===== src/rtl/create_msg_queue.sv =====
// Request queue between session_manager and the create message stage: buffers
// message requests, merges duplicate heartbeats and launches one at a time.
module create_msg_queue #(
  parameter int unsigned NUM_HOST    = 8,
  parameter int unsigned VALUE_WIDTH = 32,
  parameter int unsigned SIZE        = 8,
  parameter int unsigned DEPTH_LOG2  = 2,
  parameter int unsigned WDOG_CYCLES = 1023
) (
  input  logic                   clk,
  input  logic                   rst,
  input  logic                   initiate_msg_i,
  input  logic [3:0]             create_message_i,
  input  logic [NUM_HOST-1:0]    host_i,
  input  logic [VALUE_WIDTH-1:0] targetCompId_i,
  input  logic [SIZE-1:0]        s_v_targetCompId_i,
  input  logic                   busy_i,
  input  logic                   done_i,
  output logic                   start_o,
  output logic [3:0]             msg_type_o,
  output logic [NUM_HOST-1:0]    host_o,
  output logic [VALUE_WIDTH-1:0] targetCompId_o,
  output logic [SIZE-1:0]        s_v_targetCompId_o,
  output logic                   full_o,
  output logic [DEPTH_LOG2:0]    count_o,
  output logic                   drop_o,
  output logic                   wdog_err_o
);

  localparam int unsigned DEPTH  = 1 << DEPTH_LOG2;
  localparam int unsigned PTR_W  = DEPTH_LOG2;
  localparam int unsigned CNT_W  = DEPTH_LOG2 + 1;
  localparam int unsigned WDOG_W = $clog2(WDOG_CYCLES + 1);
  localparam logic [3:0]  MSG_HEARTBEAT = 4'h3;

  typedef struct packed {
    logic [3:0]             msg_type;
    logic [NUM_HOST-1:0]    host;
    logic [VALUE_WIDTH-1:0] comp_id;
    logic [SIZE-1:0]        size;
  } entry_t;

  typedef enum logic [1:0] {
    IDLE      = 2'd0,
    ISSUE     = 2'd1,
    WAIT_DONE = 2'd2
  } state_t;

  state_t              state_q, state_d;
  entry_t              fifo_q [DEPTH];
  entry_t              entry_in;
  entry_t              out_q, out_d;
  logic [PTR_W-1:0]    wr_ptr_q, wr_ptr_d;
  logic [PTR_W-1:0]    rd_ptr_q, rd_ptr_d;
  logic [CNT_W-1:0]    count_q, count_d;
  logic                full_q, full_d;
  logic                drop_q, drop_d;
  logic                start_q, start_d;
  logic                err_q, err_d;
  logic [WDOG_W-1:0]   wdog_q, wdog_d;
  logic                push_req, push, pop, hb_dup, overflow;
  logic [PTR_W-1:0]    off, idx;

  assign entry_in = '{msg_type: create_message_i, host: host_i,
                      comp_id: targetCompId_i, size: s_v_targetCompId_i};

  // Queue bookkeeping; the entry being launched this cycle no longer counts for merging
  always_comb begin
    push_req = initiate_msg_i && (create_message_i != 4'h0);
    pop      = (state_q == IDLE) && (count_q != '0) && !busy_i;
    hb_dup   = 1'b0;
    off      = '0;
    idx      = '0;
    for (int i = 0; i < int'(DEPTH); i++) begin
      idx = PTR_W'(i);
      off = idx - rd_ptr_q;
      if ((CNT_W'(off) < count_q) && !(pop && (off == '0)) &&
          (fifo_q[idx].msg_type == MSG_HEARTBEAT) && (fifo_q[idx].host == host_i)) begin
        hb_dup = 1'b1;
      end
    end
    hb_dup   = hb_dup && (create_message_i == MSG_HEARTBEAT);
    overflow = (count_q == CNT_W'(DEPTH)) && !pop;
    push     = push_req && !hb_dup && !overflow;
    drop_d   = push_req && (hb_dup || overflow);
    wr_ptr_d = push ? wr_ptr_q + PTR_W'(1) : wr_ptr_q;
    rd_ptr_d = pop  ? rd_ptr_q + PTR_W'(1) : rd_ptr_q;
    count_d  = count_q + CNT_W'(push) - CNT_W'(pop);
    full_d   = (count_d == CNT_W'(DEPTH));
  end

  // Launch FSM: next state, registered launch outputs and watchdog
  always_comb begin
    state_d = state_q;
    out_d   = out_q;
    start_d = 1'b0;
    err_d   = 1'b0;
    wdog_d  = wdog_q;
    case (state_q)
      IDLE: begin
        if (pop) begin
          state_d = ISSUE;
          start_d = 1'b1;
          out_d   = fifo_q[rd_ptr_q];
        end
      end
      ISSUE: begin
        state_d = WAIT_DONE;
        wdog_d  = '0;
      end
      WAIT_DONE: begin
        if (done_i) begin
          state_d = IDLE;
        end else if (wdog_q == WDOG_W'(WDOG_CYCLES - 1)) begin
          state_d = IDLE;
          err_d   = 1'b1;
        end else begin
          wdog_d = wdog_q + WDOG_W'(1);
        end
      end
      default: state_d = IDLE;
    endcase
  end

  always_ff @(posedge clk) begin
    if (push) begin
      fifo_q[wr_ptr_q] <= entry_in;
    end
  end

  always_ff @(posedge clk or negedge rst) begin
    if (!rst) begin
      state_q  <= IDLE;
      out_q    <= '0;
      wr_ptr_q <= '0;
      rd_ptr_q <= '0;
      count_q  <= '0;
      full_q   <= 1'b0;
      drop_q   <= 1'b0;
      start_q  <= 1'b0;
      err_q    <= 1'b0;
      wdog_q   <= '0;
    end else begin
      state_q  <= state_d;
      out_q    <= out_d;
      wr_ptr_q <= wr_ptr_d;
      rd_ptr_q <= rd_ptr_d;
      count_q  <= count_d;
      full_q   <= full_d;
      drop_q   <= drop_d;
      start_q  <= start_d;
      err_q    <= err_d;
      wdog_q   <= wdog_d;
    end
  end

  assign start_o            = start_q;
  assign msg_type_o         = out_q.msg_type;
  assign host_o             = out_q.host;
  assign targetCompId_o     = out_q.comp_id;
  assign s_v_targetCompId_o = out_q.size;
  assign full_o             = full_q;
  assign count_o            = count_q;
  assign drop_o             = drop_q;
  assign wdog_err_o         = err_q;

endmodule


===== config.mk =====
export PLATFORM = sky130hd
export DESIGN_NAME = create_msg_queue
export DESIGN_NICKNAME = d
export VERILOG_FILES = /design/src/rtl/create_msg_queue.sv
export SDC_FILE = /design/constraint.sdc
export NUM_CORES = 1
export LEC_CHECK = 0
export CAP_MARGIN = 0
export CORE_UTILIZATION = 50
export DETAILED_ROUTE_END_ITERATION = 6
export PLACE_DENSITY = 0.72
export SYNTH_ARGS = -nofsm -noshare
export SYNTH_HDL_FRONTEND = slang
export SYNTH_SLANG_ARGS = --single-unit

===== constraint.sdc =====
create_clock -name clk -period 8.5 [get_ports clk]
set_clock_uncertainty 0.05 [all_clocks]
set_input_delay 1.275 -clock clk [delete_from_list [all_inputs] [get_ports clk]]
set_output_delay 1.275 -clock clk [all_outputs]
set_load 0.01 [all_outputs]

* Word level (Yosys, flattened, before mapping)
Memory sizes are Yosys's and may differ from the RTL's. A register that Yosys moved wholly into a read port is not among the register bits.
Cells that the tools add are included.
W data, S select, Z words.
** Storage, ports and cells
- Flip-flop bits (word level) :: 23
- Bits in writable memories :: 208
- Bits of input ports :: 57
- Output and inout port bits :: 59
- Word-level logic and storage cells :: 104
- Memories kept :: 1
** Operators by class
- Add/subtract/negate cells :: 9
- Order comparisons :: 4
- Equal/unequal tests :: 18
- Mux-type cells :: 18
- Reductions and logical operators :: 45
** Memories
- fifo_q :: depth 4, bits a word 52, read ports 5, clocked after Yosys merged registers in 1, wr ports 1, line 50 : entry_t fifo_q [DEPTH];
** Operators by type and width (count)
- $eq A8 B8 Y1 :: 4
- $logic_and A1 B1 Y1 :: 24
- $eq A4 B2 Y1 const B :: 5
- $mux W10 :: 2
- $pmux W10 S2 :: 1
- $lt A2 B3 Y1 :: 4
- $mux W1 :: 11
- $add A10 B1 Y10 const B :: 1
- $eq A10 B10 Y1 const B :: 1
- $logic_not A2 Y1 :: 5
- $logic_not A1 Y1 :: 9
- $eq A3 B3 Y1 const B :: 2
- $mux W2 :: 3
- $ne A2 B2 Y1 const B :: 3
- $pmux W2 S3 :: 1
- $add A2 B1 Y2 const B :: 2
- $reduce_and A2 Y1 :: 2
- $reduce_bool A4 Y1 :: 1
- $sub A1 B2 Y2 const A :: 2
- $sub A2 B2 Y2 const A :: 2
- $add A3 B1 Y3 :: 1
- $ne A3 B3 Y1 const B :: 1
- $reduce_and A3 Y1 :: 1
- $reduce_bool A3 Y1 :: 1
- 5 further kinds :: 5

* Logic depth before layout (Yosys ltp)
- Depth after elaboration :: 19
- Gate-level depth with buffers :: 15
- Depth with buffers taken out :: 13

* Worst setup path before layout
No wires, ideal clock.
- Path type :: reg2reg
- From :: register rd_ptr_q[0]
- To :: register full_q, in the netlist full_o
- Library setup time :: 88 ps
- Data arrival time :: 3744 ps
- Data required time :: 8362 ps
- Slack :: 4618 ps
- Stages on the path, launching flop included :: 16
- Buffers on the path :: 2
- Clock period less this slack :: 3882 ps
- Path through :: dfrtp_1 clkbuf_1 buf_2 inv_1 ha_1 ha_1 and2b_2 a2111oi_0 nand4_1 nand4_2 nand2_1 a21bo_2 ha_1 fa_1 xnor2_1 nor3b_1
** Between the ends
- Elaborated cells between the ends (all ways) :: 43
- Those cells by class :: add/sub (6); order compare (4); eq/ne (1); mux (4); reduce/logical (28)
** RTL lines
- from (decl) :: line 54 : logic [PTR_W-1:0] rd_ptr_q, rd_ptr_d;
- from (signal assigned) :: line 147 : rd_ptr_q <= rd_ptr_d;
- $sub A2 B2 Y2 * :: line 76 : off = idx - rd_ptr_q;
- named net off[0] :: line 62 : logic [PTR_W-1:0] off, idx;
- branches (longest 3 deep; another with $lt A2 B3 Y1)
- $logic_and A1 B1 Y1 * (2 in a row) :: line 77 : if ((CNT_W'(off) < count_q) && !(pop && (off == '0)) &&
- $logic_and A1 B1 Y1 * :: line 78 : (fifo_q[idx].msg_type == MSG_HEARTBEAT) && (fifo_q[idx].host == host_i)) begin
- $mux W1 * :: line 77
- $logic_and A1 B1 Y1 * :: line 82 : hb_dup = hb_dup && (create_message_i == MSG_HEARTBEAT);
- $logic_not A1 Y1 * :: line 84 : push = push_req && !hb_dup && !overflow;
- $logic_and A1 B1 Y1 * (2 in a row) :: line 84
- $add A3 B1 Y3 * :: line 88 : count_d = count_q + CNT_W'(push) - CNT_W'(pop);
- $sub A3 B1 Y3 * :: line 88
- named net count_d[2] :: line 55 : logic [CNT_W-1:0] count_q, count_d;
- $eq A3 B3 Y1 * :: line 89 : full_d = (count_d == CNT_W'(DEPTH));
- named net full_d :: line 56 : logic full_q, full_d;
- to (signal assigned) :: line 149 : full_q <= full_d;
- to (decl) :: line 56
Mark *: on every way through the listed nets, which the timed path passes.
A chain may end at the register's enable or synchronous reset.

* Worst setup path after layout
- From :: input port busy_i
- To :: memory fifo_q[0][16] in the netlist's numbering, enable pin
** Between the ends
- Cells in the longest elaborated chain, start to end :: 17
- Elaborated cells between the ends (all ways) :: 35
- Those cells by class :: mux (6); reduce/logical (29)
** RTL lines
- from (decl) :: line 17 : input logic busy_i,
- $logic_not A1 Y1 * :: line 70 : pop = (state_q == IDLE) && (count_q != '0) && !busy_i;
- $logic_and A1 B1 Y1 * :: line 70
- $logic_and A1 B1 Y1 :: line 77
- $logic_not A1 Y1 :: line 77
- $logic_and A1 B1 Y1 (2 in a row) :: line 77
- $logic_and A1 B1 Y1 :: line 78
- $mux W1 (4 in a row) :: line 77
- $logic_and A1 B1 Y1 :: line 82
- $logic_not A1 Y1 :: line 84
- $logic_and A1 B1 Y1 :: line 84
- $logic_and A1 B1 Y1 * :: line 84
- $mux W1 * :: line 126 : if (push) begin
- $mux W1 (implied by the code) * :: line 127 : fifo_q[wr_ptr_q] <= entry_in;
- to (decl) :: line 50
Mark *: on every way between the ends. The rest lies on a longest branch, timed or not.

==> impl_metrics.tcl <==
set metrics [dict create \
    post-cts-setup-buffers 0 \
    drive_gt1_share_pct 25.1 \
    reg2reg_depth 8 \
    critPathCaptureType "flop" \
    post_drt_via_cell_ratio 5.57 \
    syn_nets 645 \
    start_kind "input pin" \
    track_usage_pct 19.1 \
    synth_warnings 0 \
    clockRootBuffer "clkbuf_16" \
    grt_pass1_wl_mm 34.2 \
    area_delta_synth_final_pct 22.2 \
    peakVddDrop_mv 0.206 \
    ff_latch_area_um2 8130 \
    setup_viol 0 \
    maxCapViolCount 0 \
    cpMaxStageDelayCell "buf_4" \
    via_count 5623 \
    antenna_found_initial 0 \
    crit_type "input pin to flop" \
    r2r-end "fifo_q[0][16]" \
    clkLatencyLatePin_ps 540 \
    holdCritStartpoint "s_v_targetCompId_o[7]" \
    synth_top_family_by_area "multiplexers" \
    tritoncts "yes" \
    path_max_fanout 37 \
    synth_edf_count 208 \
    wire_per_inst_um 20.6 \
    grt_pass1_vias 6225 \
    cpPeakStageDelay_ps 550 \
    worst_slew_pin_slew_ps 1080 \
    place_congestion 0.839 \
    synthMuxAreaShare_pct 15.7 \
    cts_made_buffers 30 \
    synth-simple-area-share_pct 3.91 \
    wirelength_mm 20.8 \
    htree_levels 1 \
    maxSlewViolCount 0 \
    path_clk_slew_ps 60 \
    multi_input_area_um2 2980 \
    rrSetupSlack_ps 4570 \
    violations "design-rule violations" \
    cts_hold_buffers 0 \
    min_path_type "flop to flop" \
    dp_hpwl_mm 12.7 \
    post_synth_num_cell_types 49 \
    syn_area_per_cell_um2 19.7 \
    start_util_pct 51.2 \
    first_pass_iters 7 \
    ios 116 \
    num_rows 54 \
    cts_resized 0 \
    timing.setup.tns_ps 0 \
    synth-xor-area-share_pct 3.19 \
    relSlewSlack_pct 28.3 \
    leakage_nw 4.85 \
    status "finished, violations left" \
    required_ps 8630 \
    ctsLongestPathBuffers 3 \
    die_h_um 152 \
    holdPathStages 1 \
    synth-adder-area-share_pct 1.85 \
    min_period_ps 4080 \
    p_total_w 0.00479 \
    nets 778 \
    n_antenna_cell 0 \
    synthFlopType "edfxtp_1" \
    period_share_pct 48.0 \
    async_flop_share_pct 26.5 \
    rsz0062_at_grt "no" \
    drt_iter0_markers 355 \
    ys_seq_area_share_pct 72.3 \
    synthCells 572 \
    power_density_nw_per_um2 349 \
    nFillCells 1548 \
    design.core.area_um2 22000 \
    drcViolationCount 12 \
    finalHoldViolations 0 \
    ant_nets 0 \
    overflow 0 \
    portBuffers 115 \
    crit_chain "clkdlybuf4s50_1 -> nor3_2 -> a311oi_1 -> o2111ai_1 -> nand4_2 -> a21oi_1 -> and3_2 -> buf_4" \
    die_x_um 152 \
    critPathArrivalTime_ps 4210 \
    die-area_um2 23100 \
    synth-seq-cells 283 \
    synth-compound-area-share_pct 1.79 \
    min_to "s_v_targetCompId_o[7]" \
    fmax_mhz 245 \
    clock_sinks 283 \
    grt_max_degree 59 \
    r2r_start "rd_ptr_q[0]" \
    synth_area_um2 11200 \
]
[flip-flops by register name, summed over array words and instances (netlist names)]
register            count
targetCompId_o         32
wdog_q                 10
msg_type_o              4
wr_ptr_q                2
s_v_targetCompId_o      8
state_q                 2
start_o                 1
wdog_err_o              1
full_o                  1
count_o                 3
host_o                  8
fifo_q                208
rd_ptr_q                2
drop_o                  1
[final cells by class]
cell class,instances,share of cell area [%]
sequential,283,59.2
multi-input combinational,259,21.7
timing repair buffer,123,8.80
clock buffer,36,6.00
tap,280,2.55
clock inverter,20,1.62
inverter,8,0.219
[cells in the final DEF (no fill, tap or decap), types with 8 or more instances in the layout]
cell type,count
mux4_2,52
nor3_1,8
buf_4,9
dfrtp_1,73
nor2_1,10
mux2_2,52
xor2_1,37
clkbuf_16,31
inv_1,8
nand2_1,9
ha_1,15
clkdlybuf4s50_1,114
edfxtp_1,208
[critical path, delay by kind of cell]
kind / cells / cell delay (ps)
buffers and inverters: 2 / 960
AOI/OAI and AO/OA: 3 / 720
and+or+nand+nor: 3 / 1210
[report_power, final]
part	total [W]	switching [W]	internal, W	leakage (nW)
clock	0.00134	0.000524	0.000817	0.515
sequential	0.00202	0.000155	0.00186	2.81
combinational	0.00144	0.000659	0.000778	1.52
total	0.00479	0.00134	0.00346	4.85
[layer usage]
metal  global-route usage (%)  share of wire, %  vias to the layer above
li1                         -                 -                     2534
met1                     25.0                42                     2907
met2                     32.5                50                      148
met3                     3.62               5.9                       34
met4                     6.41               2.3                        0
met5                        0                 0                        -
[stage by stage]
stage	util [%]	hold slack (ps)	setup slack (ps)	instances	area, µm²
4_1_cts	62.6	460	4450	1009	13700
6_report	62.6	455	4420	1009	13700
2_1_floorplan	-	474	4620	572	11200
3_5_place_dp	57.8	446	3890	953	12700
5_1_grt	62.6	471	4220	1009	13700
3_3_place_gp	57.8	440	3990	953	12700
[Yosys cell counts, types with 2 or more instances]
master	instances	share of area (%)
edfxtp_1	208	56
dfrtp_1	75	17
mux2_2	52	5.2
mux4_2	52	10
xor2_1	37	2.9
ha_1	15	1.7
nor2_1	10	0.33
clkbuf_1	9	0.30
nand2_1	9	0.30
inv_1	8	0.27
nor3_1	8	0.36
buf_2	7	0.31
a21oi_1	6	0.27
and3_2	5	0.33
nand3_1	5	0.22
nand4_1	5	0.28
o21ai_0	5	0.22
and2b_2	4	0.31
nor4_1	4	0.22
or4bb_1	4	0.40
xnor2_1	4	0.31
buf_1	3	0.10
buf_6	3	0.30
o2111ai_1	3	0.23
or3_1	3	0.17
a2111oi_0	2	0.16
a311oi_1	2	0.16
and2_2	2	0.13
nand2b_1	2	0.11
[logic make-up (layout without fill, tap and decap cells)]
group,count (synthesis),after routing
mux,105,105
fa+ha+maj,16,16
compound gates,26,26
xor+xnor,41,41
flops,283,283
simple gates,71,71
buf+inv,30,187
[worst max-delay path by stage]
| stage | cells past startpoint | end | slack [ps] | from |
|---|---|---|---|---|
| after detailed placement | 8 | fifo_q[0][15] | 3890 | busy_i |
| after global placement | 8 | fifo_q[0][16] | 3990 | host_i[2] |
| after floorplan | 15 | full_o | 4620 | rd_ptr_q[0] |
| after global routing | 8 | fifo_q[0][16] | 4220 | rd_ptr_q[0] |
| final | 8 | fifo_q[0][16] | 4420 | busy_i |
| after CTS | 8 | fifo_q[0][16] | 4450 | busy_i |
No activity file was read; power rests on OpenSTA's default activity.
